## config.mk

```make
export PLATFORM = sky130hd
export DESIGN_NAME = pwm_deadtime_ctrl
export DESIGN_NICKNAME = d
export VERILOG_FILES = /design/src/rtl/pwm_deadtime_ctrl.sv
export SDC_FILE = /design/constraint.sdc
export NUM_CORES = 1
export LEC_CHECK = 0
export CAP_MARGIN = 15
export CORE_AREA = 2 2 220 243
export DETAILED_ROUTE_END_ITERATION = 8
export DIE_AREA = 0 0 222 245
export GPL_ROUTABILITY_DRIVEN = 0
export HOLD_SLACK_MARGIN = 0.05
export REMOVE_ABC_BUFFERS = 1
export SLEW_MARGIN = 5
export SYNTH_ARGS = -nofsm -noshare
export SYNTH_HDL_FRONTEND = slang
export SYNTH_SLANG_ARGS = --single-unit
```

## constraint.sdc

```tcl
create_clock -name clk -period 6.8 [get_ports clk]
set_clock_uncertainty 0.15 [all_clocks]
set_input_delay 1.7 -clock clk [delete_from_list [all_inputs] [get_ports clk]]
set_output_delay 1.7 -clock clk [all_outputs]
set_load 0.005 [all_outputs]
```

## src/rtl/pwm_deadtime_ctrl.sv

```systemverilog
// pwm_deadtime_ctrl: drives CHANNELS complementary gate legs from raw PWM
// commands, with a programmable deadtime per channel, a global enable, fault
// shutdown and a valid/ready deadtime config port.
//
// Optional build macro: PWM_IN_SYNC_EN. When it is defined, pwm_in passes
// through a 2-flop synchronizer before pwm_q, which adds 2 cycles of latency.
//
// Config handshake: a write is accepted on a rising clk edge where
// cfg_valid & cfg_ready. cfg_valid may be held high. cfg_ready drops for the
// one cycle after every accept. cfg_chan/cfg_dt are sampled only on the accept.
module pwm_deadtime_ctrl #(
  parameter int CHANNELS   = 16,
  parameter int DT_W       = 8,
  parameter int DT_DEFAULT = 25
) (
  input  logic                  clk,
  input  logic                  rst_n,
  input  logic                  enable,
  input  logic                  fault,
  input  logic [CHANNELS-1:0]   pwm_in,
  input  logic                  cfg_valid,
  output logic                  cfg_ready,
  input  logic [3:0]            cfg_chan,
  input  logic [DT_W-1:0]       cfg_dt,
  output logic                  cfg_err,
  output logic [CHANNELS-1:0]   hi_out,
  output logic [CHANNELS-1:0]   lo_out,
  output logic                  fault_latched,
  output logic                  busy,
  output logic [3*CHANNELS-1:0] dbg_state
);

  localparam int IDX_W = (CHANNELS > 1) ? $clog2(CHANNELS) : 1;

  typedef enum logic [2:0] {
    ST_OFF   = 3'd0,
    ST_HI    = 3'd1,
    ST_DT_LO = 3'd2,
    ST_LO    = 3'd3,
    ST_DT_HI = 3'd4
  } leg_state_t;

  logic [CHANNELS-1:0] w_pwm_src;
  logic [CHANNELS-1:0] r_pwm_q;

`ifdef PWM_IN_SYNC_EN
  logic [CHANNELS-1:0] r_sync1;
  logic [CHANNELS-1:0] r_sync2;

  // Two-flop synchronizer for asynchronous PWM sources
  always_ff @(posedge clk) begin
    if (!rst_n) begin
      r_sync1 <= '0;
      r_sync2 <= '0;
    end else begin
      r_sync1 <= pwm_in;
      r_sync2 <= r_sync1;
    end
  end

  assign w_pwm_src = r_sync2;
`else
  assign w_pwm_src = pwm_in;
`endif

  // Command register: every leg decision is made from pwm_q
  always_ff @(posedge clk) begin
    if (!rst_n) r_pwm_q <= '0;
    else        r_pwm_q <= w_pwm_src;
  end

  logic            r_cfg_ready;
  logic            r_cfg_err;
  logic [DT_W-1:0] r_dt [CHANNELS];
  logic            w_accept;
  logic            w_chan_bad;
  logic [IDX_W-1:0] w_idx;

  assign w_accept   = cfg_valid & r_cfg_ready;
  assign w_chan_bad = ({1'b0, cfg_chan} >= 5'(CHANNELS));
  assign w_idx      = cfg_chan[IDX_W-1:0];

  // Config port: accept, one-cycle ready gap, dt update or error pulse
  always_ff @(posedge clk) begin
    if (!rst_n) begin
      r_cfg_ready <= 1'b0;
      r_cfg_err   <= 1'b0;
      for (int ch = 0; ch < CHANNELS; ch++) r_dt[ch] <= DT_W'(DT_DEFAULT);
    end else begin
      r_cfg_ready <= !w_accept;
      r_cfg_err   <= w_accept & w_chan_bad;
      if (w_accept && !w_chan_bad) r_dt[w_idx] <= cfg_dt;
    end
  end

  // Fault latch: set by fault, cleared only while disabled with no fault
  always_ff @(posedge clk) begin
    if (!rst_n)       fault_latched <= 1'b0;
    else if (fault)   fault_latched <= 1'b1;
    else if (!enable) fault_latched <= 1'b0;
  end

  leg_state_t      r_state [CHANNELS];
  logic [DT_W-1:0] r_cnt   [CHANNELS];
  leg_state_t      w_nxt   [CHANNELS];
  logic [DT_W-1:0] w_ld    [CHANNELS];
  logic            w_kill;
  logic            w_busy_nxt;

  assign w_kill = fault | !enable;

  // Next-state decode per leg; shutdown overrides every other transition
  always_comb begin
    w_busy_nxt = 1'b0;
    for (int ch = 0; ch < CHANNELS; ch++) begin
      w_nxt[ch] = r_state[ch];
      // Counter load value is D-1 with D = max(dt, 1)
      w_ld[ch]  = (r_dt[ch] == '0) ? '0 : r_dt[ch] - DT_W'(1);
      if (w_kill) begin
        w_nxt[ch] = ST_OFF;
      end else begin
        case (r_state[ch])
          ST_OFF:   if (!fault_latched) w_nxt[ch] = r_pwm_q[ch] ? ST_DT_HI : ST_DT_LO;
          ST_HI:    if (!r_pwm_q[ch]) w_nxt[ch] = ST_DT_LO;
          ST_LO:    if (r_pwm_q[ch])  w_nxt[ch] = ST_DT_HI;
          ST_DT_LO: begin
            if (r_pwm_q[ch])               w_nxt[ch] = ST_HI;
            else if (r_cnt[ch] == '0)      w_nxt[ch] = ST_LO;
          end
          ST_DT_HI: begin
            if (!r_pwm_q[ch])              w_nxt[ch] = ST_LO;
            else if (r_cnt[ch] == '0)      w_nxt[ch] = ST_HI;
          end
          default:  w_nxt[ch] = ST_OFF;
        endcase
      end
      if (w_nxt[ch] == ST_DT_LO || w_nxt[ch] == ST_DT_HI) w_busy_nxt = 1'b1;
    end
  end

  // Leg state, deadtime counters and registered output decode
  always_ff @(posedge clk) begin
    if (!rst_n) begin
      for (int ch = 0; ch < CHANNELS; ch++) begin
        r_state[ch] <= ST_OFF;
        r_cnt[ch]   <= '0;
      end
      hi_out <= '0;
      lo_out <= '0;
      busy   <= 1'b0;
    end else begin
      for (int ch = 0; ch < CHANNELS; ch++) begin
        r_state[ch] <= w_nxt[ch];
        if ((w_nxt[ch] == ST_DT_LO || w_nxt[ch] == ST_DT_HI) && (w_nxt[ch] != r_state[ch]))
          r_cnt[ch] <= w_ld[ch];
        else if (r_cnt[ch] != '0)
          r_cnt[ch] <= r_cnt[ch] - DT_W'(1);
        hi_out[ch] <= (w_nxt[ch] == ST_HI);
        lo_out[ch] <= (w_nxt[ch] == ST_LO);
      end
      busy <= w_busy_nxt;
    end
  end

  // Debug view of every leg state, 3 bits per leg
  always_comb begin
    dbg_state = '0;
    for (int ch = 0; ch < CHANNELS; ch++) dbg_state[3*ch +: 3] = r_state[ch];
  end

  assign cfg_ready = r_cfg_ready;
  assign cfg_err   = r_cfg_err;

endmodule

```

==> impl_metrics.py <==
metrics = {
    "run_status": {
        "run_status": "complete, no violations",
    },
    "cts": {
        "setup_repair_bufs_after_cts": 0,
        "cts_repair_resizes": 0,
        "clock_insertion_delay_worst_skew_ps": 560,
        "clkSlewWorstSetupHoldPaths_ps": 60,
        "tritoncts": "built",
        "ctsHtreeMaxLevel": 2,
        "cts_buffer_depth": 3,
        "cts-hold-fix-buffers": 0,
        "number_of_sinks_driven_by_the_clock_tree": 355,
        "tritoncts.num_buffers": 43,
        "ctsRootBufferMaster": "sky130_fd_sc_hd__clkbuf_16",
    },
    "timing": {
        "fmax_ghz": 0.216,
        "timing.final.crit_share": 0.680,
        "setup_repair_after_global_routing_missed_its_margin": "false",
        "report.final.slew_viol_count": 0,
        "timing.max_slew.rel_slack": 0.247,
        "final-setup-viol-count": 0,
        "tns_ps": 0,
        "worst_slew_pin_slew_ps": 1130,
        "timing.final.hold_violations": 0,
        "layout_setup_ws_ps": 2170,
        "worst_hold_slack_ps": 309,
        "finalCriticalPeriod_ps": 4630,
    },
    "synth": {
        "syn_inst": 2135,
        "syn_avg_cell_area_um2": 9.63,
        "synthMostInstantiatedCell": "sky130_fd_sc_hd__edfxtp_1",
        "synth.area.mux_share": 0.0222,
        "ys_types": 92,
        "synth_compound_gate_area_share": 0.126,
        "synthSimpleGateAreaFrac": 0.256,
        "post_synth_edffs": 256,
        "synth_sequential_area_ratio": 0.470,
        "postSynth.asyncResetShare": 0,
        "post_synth_main_area_contributors": "sky130_fd_sc_hd__edfxtp_1 37%, sky130_fd_sc_hd__dfxtp_1 9.6%, sky130_fd_sc_hd__and2_1 3.7%",
        "yosys.area.top_type_share": 0.374,
        "combinational_family_with_the_most_area_after_synthesis": "simple AND/OR/NAND/NOR gates",
        "ys_ff_latch": 355,
        "ys_warn_count": 0,
        "netlist_top_cells_count": "256 x sky130_fd_sc_hd__edfxtp_1, 192 x sky130_fd_sc_hd__nor2_1, 149 x sky130_fd_sc_hd__nand2_1, 120 x sky130_fd_sc_hd__and2_1, 108 x sky130_fd_sc_hd__inv_1",
        "synth-xor-area-share": 0.0580,
        "synth_area_mm2": 0.0206,
        "top_cell_type_by_total_area_after_synthesis": "sky130_fd_sc_hd__edfxtp_1",
        "post_synth_fa_ha_maj_area_fraction": 0.0262,
        "synthFlopType": "sky130_fd_sc_hd__edfxtp_1",
    },
    "hold_path": {
        "hold_path_class": "reg -> reg",
    },
    "placement": {
        "dp.cells": 2842,
        "placement.cell_area_mm2": 0.0222,
        "detailedPlacementHpwl_um": 35700,
        "io_buffers": 115,
        "place_worst_setup_slack_ps": 1590,
    },
    "floorplanning": {
        "core-area_mm2": 0.0521,
        "number_of_core_rows": 88,
        "num_io_pins": 117,
        "die_height_um": 245,
        "die-area_mm2": 0.0544,
        "die_w_um": 222,
        "floorplan.initialDensity": 0.395,
    },
    "layout": {
        "antenna_cells_inserted": 0,
        "post_route_cells_drive_above_1_share": 0.0654,
        "final_cell_area_excluding_filler_cells_mm2": 0.0238,
        "finish.net_count": 2291,
        "non_filler_cells_in_the_finished_layout": 2922,
        "syn_to_final_growth_pct": 15.7,
        "final.fill_count": 4952,
    },
    "setup_path": {
        "arrival_ps": 4640,
        "worstSetupEndpointType": "flop",
        "critical_path_class": "in -> reg",
        "timing.critical_path.from_type": "input pin",
        "worst-path-max-fanout": 21,
        "cp.required_ps": 6820,
    },
    "detailed_routing": {
        "num_vias": 16000,
        "antenna_left": 0,
        "wl_per_cell_um": 17.9,
        "detail_route.drc_violations": 0,
        "via_per_inst": 5.49,
        "wirelength_routed_um": 52200,
        "1st_pass_router_iterations": 5,
        "drt-initial-drc-count": 1086,
    },
    "power_and_ir_drop": {
        "cellLeakagePower_uw": 0.00862,
        "vdd.ir_drop.worst_uv": 170,
        "power_density_mw_per_mm2": 323,
    },
    "run": {
        "maxCapViolations": 0,
    },
    "global_routing": {
        "grt_pass1_vias": 15600,
        "groute.layer.met3.usage": 0.0329,
        "global_route.overflow_total": 0,
        "antenna_found_initial": 2,
        "grt_busiest_layer": "met2",
        "wire_length_of_the_first_global_routing_pass_um": 82800,
        "met1_usage": 0.236,
        "gr-usage-met2": 0.334,
        "grt_max_degree": 57,
        "globalRouteTotalUtil": 0.191,
    },
}
## final timing paths
path / startpoint / to / slack (ps) / depth (start not counted)
worst min register to register: cfg_ready / cfg_ready / 310 / 1
worst max register to register: fault_latched / r_cnt[0][17] / 2710 / 6
worst max-delay path: fault / r_cnt[0][32] / 2170 / 8
worst min-delay path: cfg_ready / cfg_ready / 310 / 1
## power by group
part	switching, uW	internal [uW]	total (uW)
Combinational	1160	898	2060
Clock	924	1520	2450
Sequential	345	2820	3170
Total	2430	5250	7670
## routing by layer
metal | up-vias | wire length [um]
li1 | 7955 | -
met1 | 7597 | 22800
met2 | 381 | 25200
met3 | 98 | 2730
met4 | 0 | 1510
met5 | - | 0
## worst max-delay path: stages
cell and delay (ps):
sky130_fd_sc_hd__clkdlybuf4s50_1 550, sky130_fd_sc_hd__nand2b_2 510, sky130_fd_sc_hd__buf_4 430, sky130_fd_sc_hd__a21oi_1 100, sky130_fd_sc_hd__o221ai_1 180, sky130_fd_sc_hd__a21oi_1 130, sky130_fd_sc_hd__o211ai_2 560, sky130_fd_sc_hd__nand4_1 470
## layout by cell type (no fill, tap or decap), drive strengths merged, types with 16 or more instances in the layout
cell type      synthesis  layout
a211oi                34      34
dfxtp                 99      99
nor3b                 29      29
nor2b                 27      27
and2                 120     120
nand3                 82      82
nand2                149     149
o21ai                 76      76
o21a                  22      22
mux2i                 40      40
and3                  19      19
edfxtp               256     256
a21oi                 80      80
clkdlybuf4s50          0     114
nor3                 101     101
nand3b                16      16
nand2b                32      32
nor2                 192     192
nor4                  31      31
xor2                  74      74
buf                   25      17
nor4b                 22      22
ha                    43      43
or3                   76      76
o31ai                 59      59
clkbuf                73      54
clkinv                 1      16
inv                  108     111
xnor2                 62      62
## per-stage QoR
stage | total power, uW | utilization
2_1_floorplan | 4700 | -
3_3_place_gp | 5200 | 0.427
3_5_place_dp | 5240 | 0.427
4_1_cts | 7720 | 0.456
5_1_grt | 8150 | 0.457
6_report | 7670 | 0.457
## logic make-up (layout without fill, tap and decap cells)
| kind of cell | count (synthesis) | count (layout) |
|---|---|---|
| adder cells (fa/ha/maj) | 43 | 43 |
| multiplexers | 45 | 45 |
| other | 1 | 1 |
| buffers and inverters | 207 | 319 |
| XOR/XNOR | 136 | 136 |
| AND/OR/NAND/NOR | 965 | 965 |
| flip-flops | 355 | 355 |
| AO/OA/AOI/OAI | 383 | 383 |
## sequential cells by signal (all words and copies together), names as in the netlist
| register | cells |
|---|---|
| busy | 1 |
| r_pwm_q | 16 |
| r_dt | 128 |
| lo_out | 16 |
| r_cnt | 128 |
| r_state | 48 |
| cfg_ready | 1 |
| hi_out | 16 |
| fault_latched | 1 |
## layout make-up
type / count / area [um2] / area share
Inverter: 109 / 409 / 0.0172
Clock buffer: 52 / 1200 / 0.0507
Clock inverter: 25 / 305 / 0.0128
Timing Repair Buffer: 133 / 1310 / 0.0550
Sequential cell: 355 / 9670 / 0.407
Multi-Input combinational cell: 1573 / 10000 / 0.422
Tap cell: 675 / 845 / 0.0355
Note: power is estimated with default switching activity, not from simulation.
